[src/rtl/tune_mode_scheduler.sv]
// Time-shares the frequency-drive path between the TR, TX and TP tuning loops.
// Round-robin grant with minimum dwell (in data_valid strobes) and a parked guard gap.
module tune_mode_scheduler #(
  parameter int unsigned W      = 32,
  parameter int unsigned DWELL  = 64,
  parameter int unsigned GUARD  = 4,
  parameter int unsigned F_PARK = 6000
) (
  input  logic         clk_i,
  input  logic         rst_ni,
  input  logic         data_valid_i,
  input  logic         req_tr_i,
  input  logic         req_tx_i,
  input  logic         req_tp_i,
  input  logic [W-1:0] f_tr_i,
  input  logic [W-1:0] f_tx_i,
  input  logic [W-1:0] f_tp_i,
  output logic         tr_mode_o,
  output logic         tx_mode_o,
  output logic         tp_mode_o,
  output logic [W-1:0] freq_out_o,
  output logic         freq_valid_o,
  output logic [1:0]   owner_o
);

  localparam int unsigned DwW = $clog2(DWELL + 1);
  localparam int unsigned GdW = $clog2(GUARD + 1);
  localparam logic [DwW-1:0] DwellMax  = DwW'(DWELL);
  localparam logic [GdW-1:0] GuardInit = GdW'(GUARD);
  localparam logic [W-1:0]   FPark     = W'(F_PARK);

  typedef enum logic [1:0] {StIdle, StActive, StGuard} state_e;

  state_e         state_q, state_d;
  logic [2:0]     mode_q, mode_d;     // bit 0 TR, bit 1 TX, bit 2 TP
  logic [1:0]     owner_q, owner_d;
  logic [1:0]     last_q, last_d;
  logic [DwW-1:0] dwell_q, dwell_d;
  logic [GdW-1:0] guard_q, guard_d;
  logic [W-1:0]   freq_q, freq_d;
  logic           fvalid_q, fvalid_d;

  logic [2:0]     req_v;
  logic           own_req;
  logic           other_req;
  logic [1:0]     winner;
  logic [W-1:0]   f_own;

  // First requester strictly after the last owner, in TR -> TX -> TP order.
  function automatic logic [1:0] rr_pick(input logic [1:0] last, input logic [2:0] req);
    logic [3:0] req4;
    logic [1:0] c;
    req4    = {req, 1'b0};
    c       = last;
    rr_pick = 2'd0;
    for (int i = 0; i < 3; i++) begin
      c = (c == 2'd3) ? 2'd1 : c + 2'd1;
      if (rr_pick == 2'd0 && req4[c]) begin
        rr_pick = c;
      end
    end
  endfunction

  always_comb begin
    req_v     = {req_tp_i, req_tx_i, req_tr_i};
    own_req   = |(req_v & mode_q);
    other_req = |(req_v & ~mode_q);
    winner    = rr_pick(last_q, req_v);
    case (owner_q)
      2'd1:    f_own = f_tr_i;
      2'd2:    f_own = f_tx_i;
      2'd3:    f_own = f_tp_i;
      default: f_own = FPark;
    endcase
  end

  always_comb begin
    state_d  = state_q;
    mode_d   = mode_q;
    owner_d  = owner_q;
    last_d   = last_q;
    dwell_d  = dwell_q;
    guard_d  = guard_q;
    freq_d   = freq_q;
    fvalid_d = 1'b0;
    unique case (state_q)
      StIdle: begin
        if (winner != 2'd0) begin
          state_d = StActive;
          owner_d = winner;
          mode_d  = 3'b001 << (winner - 2'd1);
          dwell_d = '0;
        end
      end
      StActive: begin
        // Owner drop takes priority; a strobe on the exit clock is discarded.
        if (!own_req || (dwell_q == DwellMax && other_req)) begin
          state_d = StGuard;
          mode_d  = 3'b000;
          owner_d = 2'd0;
          last_d  = owner_q;
          guard_d = GuardInit;
          freq_d  = FPark;
        end else if (data_valid_i) begin
          if (dwell_q != DwellMax) begin
            dwell_d = dwell_q + DwW'(1);
          end
          freq_d   = f_own;
          fvalid_d = 1'b1;
        end
      end
      StGuard: begin
        // Leaving on the last count makes the ungranted gap GUARD+1 clocks.
        guard_d = guard_q - GdW'(1);
        if (guard_q <= GdW'(1)) begin
          state_d = StIdle;
        end
      end
      default: state_d = StIdle;
    endcase
  end

  always_ff @(posedge clk_i or negedge rst_ni) begin
    if (!rst_ni) begin
      state_q  <= StIdle;
      mode_q   <= 3'b000;
      owner_q  <= 2'd0;
      last_q   <= 2'd3;
      dwell_q  <= '0;
      guard_q  <= '0;
      freq_q   <= FPark;
      fvalid_q <= 1'b0;
    end else begin
      state_q  <= state_d;
      mode_q   <= mode_d;
      owner_q  <= owner_d;
      last_q   <= last_d;
      dwell_q  <= dwell_d;
      guard_q  <= guard_d;
      freq_q   <= freq_d;
      fvalid_q <= fvalid_d;
    end
  end

  assign tr_mode_o    = mode_q[0];
  assign tx_mode_o    = mode_q[1];
  assign tp_mode_o    = mode_q[2];
  assign owner_o      = owner_q;
  assign freq_out_o   = freq_q;
  assign freq_valid_o = fvalid_q;

endmodule

[config.mk]
export PLATFORM = sky130hd
export DESIGN_NAME = tune_mode_scheduler
export DESIGN_NICKNAME = d
export VERILOG_FILES = /design/src/rtl/tune_mode_scheduler.sv
export SDC_FILE = /design/constraint.sdc
export NUM_CORES = 1
export LEC_CHECK = 0
export ABC_AREA = 1
export BUFFER_PORTS_ARGS = -buffer_cell sky130_fd_sc_hd__buf_2
export CORE_UTILIZATION = 52
export DETAILED_ROUTE_END_ITERATION = 6
export GPL_ROUTABILITY_DRIVEN = 0
export PLACE_DENSITY = 0.87
export SYNTH_ARGS = -nofsm -noshare
export SYNTH_HDL_FRONTEND = slang
export SYNTH_SLANG_ARGS = --single-unit
export TNS_END_PERCENT = 20
[constraint.sdc]
create_clock -name clk_i -period 4.4 [get_ports clk_i]
set_input_delay 0 -clock clk_i [delete_from_list [all_inputs] [get_ports clk_i]]
set_output_delay 0 -clock clk_i [all_outputs]
set_load 0.05 [all_outputs]
---- Word level (Yosys, flattened, before mapping) ----
Cells that the tools add are included.
Widths: inputs -> output; s select.
cells by class
  add/subtract/negate cells ............... 6
  $lt $le $gt $ge ......................... 4
  eq/ne operators ......................... 16
  shifts and indexed selects .............. 1
  multiplexer cells ....................... 35
  bitwise logic cells ..................... 3
  reductions and logical operators ........ 20
operators with widths
  kind                 count
  $pmux 32 s3          1
  $mux 32              2
  $mux 7               4
  $mux 2               11
  $pmux 7 s2           1
  $eq 2x2->1 const B   6
  $ne 2x2->1 const B   6
  $pmux 3 s2           2
  $lt 2x3->1 const B   3
  $mux 3               3
  $reduce_bool 2->1    4
  $add 7x1->7 const B  1
  $eq 7x7->1 const B   1
  $ne 7x7->1 const B   1
  $add 2x1->2 const B  3
  $and 3x3->3          2
  $bmux 1 s2           3
  $logic_not 2->1      3
  $mux 1               6
  $pmux 2 s3           1
  $reduce_and 2->1     3
  $reduce_and 3->1     2
  $reduce_or 3->1      2
  $reduce_and 5->1     1
  other kinds (10)     13
word-level totals
  register bits ........................... 52
  output and inout bits ................... 38
  logic and storage cells ................. 93

---- Depth between registers and ports, before layout ----
Gate-level depths: netlist of run 1.
  word-level depth ........................ 15
  depth in mapped cells ................... 14
  mapped depth without buffers ............ 14

---- Least setup slack after synthesis of run 1 ----
Ideal clock, no wire load.
  path kind ............................... register to register
  start point ............................. register last_q[0]
  end point ............................... register dwell_q[0]
  arrival ................................. 1.758 ns
  data required time ...................... 4.283 ns
  setup slack ............................. 2.525 ns
  stages on the path, launching flop included .. 15
  period minus slack after synthesis ...... 1.875 ns
  cells stage by stage .................... dfstp_2 -> inv_1 -> ha_1 -> inv_2 -> nand2_1 -> nand2_1 -> nand3_1 -> nand2_1 -> inv_1 -> nand2_1 -> nand2_1 -> nor2_1 -> nand2_2 -> nand3_1 -> nand2_1
on the way
  word-level cells in the longest chain between the ends .. 14
  elaborated cells on any way between the ends .. 25
  classes of those cells .................. 3 x add/sub; 4 x eq/ne; 12 x mux; 6 x reduce/logical
RTL lines
  item                                                 line  text
  start, declared                                      37    logic [1:0] last_q, last_d;
  start signal, assigned                               137   last_q <= last_d;
  $add 2x1->2 / $eq 2x2->1 (equally long branches)     57    c = (c == 2'd3) ? 2'd1 : c + 2'd1;
  $mux 2 *                                             57
  branches (longest 8 deep; another with $add 2x1->2)  --
  $mux 2 *                                             58    if (rr_pick == 2'd0 && req4[c]) begin
  $reduce_bool 2->1 *                                  88    if (winner != 2'd0) begin
  $ne 2x2->1 (no line) *                               --
  $reduce_and 5->1 (no line) *                         --
  end signal, assigned                                 138   dwell_q <= dwell_d;
  end, declared                                        38    logic [DwW-1:0] dwell_q, dwell_d;
Mark *: on every way between the ends. The select of a mux whose other input is x is not followed.
A chain may end at the register's enable or synchronous reset.

---- Worst setup path in the final report of run 1 ----
  start point ............................. register owner_q[0] (netlist: owner_o[0])
  end point ............................... register freq_q[27] (netlist: freq_out_o[27])
on the way
  word-level cells in the longest chain between the ends .. 4
  elaborated cells on any way between the ends .. 6
  classes of those cells .................. 3 x eq/ne; 3 x mux
RTL lines
  item                                             line  text
  start, declared                                  36    logic [1:0] owner_q, owner_d;
  start signal, assigned                           136   owner_q <= owner_d;
  $eq 2x2->1 / $eq 2x1->1 (equally long branches)  69    case (owner_q)
  $pmux 32 s3 *                                    69
  $mux 32 *                                        104   end else if (data_valid_i) begin
  $mux 32 *                                        97    if (!own_req || (dwell_q == DwellMax && other_req)) begin
  end signal, assigned                             131   freq_q <= FPark;
  end signal, assigned                             140   freq_q <= freq_d;
  end, declared                                    40    logic [W-1:0] freq_q, freq_d;
Mark *: on every way between the ends. The rest lies on a longest branch, timed or not. The select of a mux whose other input is x is not followed.

==> results of run 1 <==
-- final cells by class --
type / count / area, µm²
Inverter: 54 / 205
Clock inverter: 3 / 26.3
Fill cell: 411 / 1610
Multi-Input combinational cell: 287 / 1590
Timing Repair Buffer: 172 / 1020
Sequential cell: 52 / 1310
Clock buffer: 5 / 68.8
Tap cell: 75 / 93.8
-- tightest hold or removal path: cells and delay by family --
family	cells	cell delay, ps
buf+inv	1	80
compound gates	2	210
-- registers in the layout, summed over array words and instances, names as in the netlist --
signal        count
dwell_q           7
state_q           2
last_q            2
mode_q            3
owner_o           2
freq_valid_o      1
guard_q           3
freq_out_o       32
-- worst max path at each step --
stage / from / end / slack (ps) / depth (start not counted)
floorplan: last_q[0]$_DFFE_PN1P_ / dwell_q[0]$_DFFE_PN0P_ / 2530 / 14
global placement: owner_o[0]$_DFFE_PN0P_ / freq_out_o[26]$_DFFE_PN0P_ / 2380 / 5
detailed placement: last_q[0]$_DFFE_PN1P_ / dwell_q[2]$_DFFE_PN0P_ / 2240 / 13
CTS: owner_o[0]$_DFFE_PN0P_ / freq_out_o[26]$_DFFE_PN0P_ / 1760 / 6
global route: owner_o[0]$_DFFE_PN0P_ / freq_out_o[27]$_DFFE_PN0P_ / 1390 / 6
finish: owner_o[0]$_DFFE_PN0P_ / freq_out_o[27]$_DFFE_PN0P_ / 1470 / 6
-- power by group --
part	internal [mW]	switching, mW	total, mW
clock	0.116	0.174	0.290
sequential	0.605	0.0889	0.694
combinational	0.478	1.10	1.58
total	1.20	1.36	2.56
-- per-stage QoR --
step | hold slack [ps] | setup slack (ps) | utilization [%] | total power, mW | cell area [µm²]
after detailed placement | 150 | 2240 | 66.0 | 2.13 | 3910
after global placement | 140 | 2380 | 66.0 | 2.07 | 3910
after global routing | 1.59 | 1390 | 72.8 | 2.73 | 4310
after floorplan | -296 | 2530 | - | 1.80 | 3180
final | 6.96 | 1470 | 72.8 | 2.56 | 4310
after CTS | 0.133 | 1760 | 72.0 | 2.50 | 4260
-- cell usage in the layout, fill, tap and decap left out --
cell type,n
o211ai_2,1
a221oi_1,25
nand3_2,1
a31oi_1,4
a22o_1,3
inv_1,50
xnor2_1,3
clkbuf_8,5
clkinv_4,2
xor2_1,2
o21ai_4,1
o22ai_1,1
buf_2,139
dfstp_2,9
ha_1,7
nor2_1,52
o21ai_2,22
nor3_1,2
inv_6,1
o21bai_2,1
nand2_4,2
nor2_4,1
inv_4,1
nand3b_1,2
o21ai_0,12
nand3_1,17
a21oi_1,14
dlygate4sd3_1,31
nor2_2,3
nand2_2,10
dfrtp_1,43
nand2_1,99
nand4_1,2
buf_4,2
inv_2,3
-- logic make-up (layout without fill, tap and decap cells) --
| logic type | count (synthesis) | after routing | share of synthesized area [%] |
|---|---|---|---|
| DFF | 52 | 52 | 41.2 |
| xor gates and xnor gates | 5 | 5 | 1.38 |
| adders and majority gates | 7 | 7 | 2.75 |
| and+or+nand+nor | 191 | 191 | 25.6 |
| AOI/OAI and AO/OA | 84 | 84 | 20.1 |
| buffers and inverters | 66 | 234 | 9.00 |
-- repair_timing --
item                      4_1_cts  5_1_grt
hold buffers                   26        5
buffers inserted                0        0
resized for setup               0        0
hold endpoints to repair       59        4
-- layer usage --
metal / part of all wire (%) / up-vias / GRT usage (%)
li1: - / 1664 / -
met1: 37 / 1691 / 35.5
met2: 49 / 234 / 52.6
met3: 7.6 / 69 / 8.41
met4: 6.1 / 0 / 20.2
met5: 0 / - / 0
==> impl_metrics.tcl, run 1 <==
set metrics [dict create \
    areaGrowthSynthToFinish_pct 35.4 \
    crit_slowest_cell "dlygate4sd3_1" \
    drc_errors 0 \
    worst_skew_pair.late_latency_ps 320 \
    status "completed" \
    yosysSeqAreaShare_pct 41.2 \
    rsz0062_at_grt "false" \
    setup_tns_ps 0 \
    path_class "reg -> reg" \
    final_nets 681 \
    skew_ps 15.2 \
    hp-class "in -> reg" \
    whs_endpoint "freq_out_o[0]$_DFFE_PN0P_" \
    synth.distinct_cells 32 \
    io_buffers 139 \
    cp_cell_sequence "inv_1, nand2_1, nor2_1, a221oi_1, dlygate4sd3_1, o21ai_2" \
    fin_crit_sh_pct 66.5 \
    start_util_pct 53.8 \
    layout-drive-gt1-share_pct 35.6 \
    synthesis.nets 514 \
    cp_num_buf_inv 2 \
    hold_viol 0 \
    clockRootBuffer "clkbuf_8" \
    drv_cap 0 \
    diodes 0 \
    synth_most_common_cell "nand2_1" \
    grt_pass1_wl_um 15300 \
    num_vias 3658 \
    fp.dieArea_um2 6440 \
    critPathArrivalTime_ps 3170 \
    startpoint_type "flop" \
    dr.first_iter.drc_count 317 \
    regToRegEndpoint "freq_out_o[27]$_DFFE_PN0P_" \
    synth_top_flop_cell "dfrtp_1" \
    chipWidth_um 80.3 \
    power_density_nw_per_um2 594 \
    dp.cells 609 \
    leakagePower_nw 2.34 \
    rows 28 \
    synth_top_cell_area_share_pct 33.8 \
    path_clk_slew_ps 110 \
    cp_max_fo 22 \
    crit_required_ps 4650 \
    yosys-top-cells-count "99 x nand2_1, 52 x nor2_1, 50 x inv_1" \
    netlist_top_cells_area "dfrtp_1 34%, nand2_1 12%, dfstp_2 7.4%" \
    max_slew.worst_pin.slew_ps 758 \
    r2r_slack_ps 1470 \
    dr.pass1.iters 6 \
    hold_depth 3 \
    critPathCaptureType "flop" \
    antenna_found_initial 0 \
    drt_wl_total_um 10400 \
    fp.coreArea_um2 5920 \
    ys_ff_latch 52 \
    wl_per_cell_um 16.0 \
    ant_nets 0 \
    cts_tree "done" \
    max_slew_margin_pct 49.4 \
    detailed_place_hpwl_um 6520 \
    ys_async_sr_fraction_pct 100 \
    numCtsBuffers 5 \
    synth_edf_count 0 \
    critPathTopFamily "buffers and inverters" \
    cts.htree.levels 2 \
    syn_area_per_cell_um2 7.86 \
    pin_count 140 \
    r2r-start "owner_o[0]$_DFFE_PN0P_" \
    cts.sinks 52 \
    grt_max_degree 53 \
    yosys_warnings 0 \
    track_usage_pct 31.5 \
    grt_pass1_vias 3421 \
    syn_inst 405 \
    setup_viol_count_final 0 \
    yosysTopAreaCell "dfrtp_1" \
    cpPeakStageDelay_ps 630 \
    min_period_ps 2930 \
    slew_violations 0 \
    final_cells 648 \
    syn_area_um2 3180 \
    ir_drop_mv 0.318 \
    grt-ovfl-total 0 \
    clockBufferDepth 2 \
    viasPerCell 5.65 \
    reg2reg_depth 6 \
    fmax_mhz 342 \
    min_from "f_tx_i[0]" \
    fp.dieH_um 80.3 \
]
Note: power is estimated with default switching activity, not from simulation.
==> run 2: changes to the inputs <==
- CORE_UTILIZATION: 52 -> 48
- PLACE_DENSITY: 0.87 -> 0.81
- clock period: 4.4 -> 3 ns (I/O delays scaled with it)
==> impl_metrics.tcl, run 2 (same netlist as run 1, synthesis figures left out) <==
set metrics [dict create \
    status "finished, violations left" \
    violations "hold timing" \
    largest_register_ffs 32 \
    num_vias 3365 \
    rsz0062_at_grt "false" \
    start_util_pct 49.9 \
    startpoint_type "flop" \
    layout-drive-gt1-share_pct 36.8 \
    hp-class "in -> reg" \
    fin_crit_sh_pct 73.3 \
    min_period_ps 2200 \
    hold_depth 3 \
    diodes 0 \
    final_nets 659 \
    cts_tree "done" \
    clockBufferDepth 2 \
    detailed_place_hpwl_um 6690 \
    cts.htree.levels 2 \
    dr.first_iter.drc_count 196 \
    power_density_nw_per_um2 865 \
    numCtsBuffers 5 \
    grt_pass1_wl_um 15100 \
    reg2reg_depth 13 \
    setup_viol_count_final 0 \
    areaGrowthSynthToFinish_pct 28.1 \
    grt_pass1_vias 3325 \
    r2r-start "last_q[0]$_DFFE_PN1P_" \
    io_buffers 139 \
    fp.dieH_um 83.5 \
    path_class "reg -> reg" \
    wl_per_cell_um 14.5 \
    startpoint "last_q[0]$_DFFE_PN1P_" \
    ir_drop_mv 0.465 \
    cp_max_fo 7 \
    max_slew_margin_pct 56.1 \
    regToRegEndpoint "dwell_q[2]$_DFFE_PN0P_" \
    dp.cells 612 \
    final_cell_mix "139 x buf_2, 99 x nand2_1, 52 x nor2_1" \
    crit_required_ps 3240 \
    cts-resized-gates 0 \
    finalPower_mw 3.53 \
    leakagePower_nw 2.25 \
    critPathArrivalTime_ps 2440 \
    drc_errors 0 \
    clockRootBuffer "clkbuf_8" \
    final_common_cell "buf_2" \
    final_cells 628 \
    whs_ps -3.69 \
    ant_nets 0 \
    whs_endpoint "freq_out_o[26]$_DFFE_PN0P_" \
    track_usage_pct 26.7 \
    worst_skew_pair.late_latency_ps 310 \
    fp.coreArea_um2 6390 \
    chipWidth_um 83.5 \
    grt-ovfl-total 0 \
    pin_count 140 \
    drv_cap 0 \
    hold_viol 2 \
    path_clk_slew_ps 100 \
    dr.pass1.iters 5 \
    rows 29 \
    skew_ps 15.4 \
    min_from "f_tr_i[26]" \
    viasPerCell 5.36 \
    antenna_found_initial 0 \
    slew_violations 0 \
    setup_tns_ps 0 \
    grt_max_degree 29 \
    critPathCaptureType "flop" \
    fp.dieArea_um2 6960 \
    num-fill-cells 574 \
    cts.sinks 52 \
    dpl-instance-area_um2 3920 \
    postLayoutCellArea_um2 4080 \
    fmax_mhz 455 \
    max_slew.worst_pin.slew_ps 656 \
    drt_wl_total_um 9100 \
    r2r_slack_ps 800 \
]
==> run 2: cell types whose count changed in the layout (fill, tap and decap cells not counted) <==
cell	change
buf_4	+1
clkbuf_1	+2
clkinv_2	+1
clkinv_4	-2
dlygate4sd3_1	-23
inv_6	-1
==> run 2: stage by stage <==
stage / utilization (%) / setup WS (ps)
floorplan: - / 1130
global placement: 61.3 / 1010
detailed placement: 61.3 / 838
CTS: 63.7 / 823
global route: 63.9 / 621
finish: 63.9 / 800
==> run 2: worst max path at each step <==
stage,end,slack [ps],cells after the start
6_report,dwell_q[2]$_DFFE_PN0P_,800,13
5_1_grt,dwell_q[2]$_DFFE_PN0P_,620,13
4_1_cts,dwell_q[2]$_DFFE_PN0P_,820,13
3_5_place_dp,dwell_q[2]$_DFFE_PN0P_,840,14
3_3_place_gp,dwell_q[6]$_DFFE_PN0P_,1010,13
2_1_floorplan,dwell_q[0]$_DFFE_PN0P_,1130,14
==> run 2: critical path: stages, from the launching register on <==
cell     delay (ps)
dfstp_2         570
inv_1            50
ha_1            350
inv_2           110
nand2_1          80
nand2_1          80
nand2_1          60
nand2_1          60
nand2_1          50
nand3_1          60
nand2_1         180
o21ai_2         330
nand2_1          80
nand2_1          90
==> run 2: final cells by class <==
type	instances	area, µm²	share of cell area, %
flip-flops and latches	52	1310	32.2
repair buffers	150	798	19.6
clock inverters	1	5.00	0.123
well taps	77	96.3	2.36
multi-input cells	287	1590	38.9
clock buffers	7	76.3	1.87
inverters	54	205	5.03
==> run 2: layer usage <==
layer  share of wire [%]  global-route usage [%]  wire (µm)
met5                   0                       0          0
met4                 3.3                    12.0        303
met3                 6.6                    5.64        605
met2                  50                    45.1       4510
met1                  40                    32.9       3680
==> run 2: where the power goes <==
part           internal [mW]  switching [mW]
logic                  0.610            1.51
registers              0.887           0.129
clock network          0.164           0.225
total                   1.66            1.87
==> run 2: timing repair <==
item / in CTS / in global routing
setup endpoints to repair: 0 / 0
endpoints found under the hold margin: 31 / 1
hold buffers: 7 / 1
setup buffers: 0 / 0
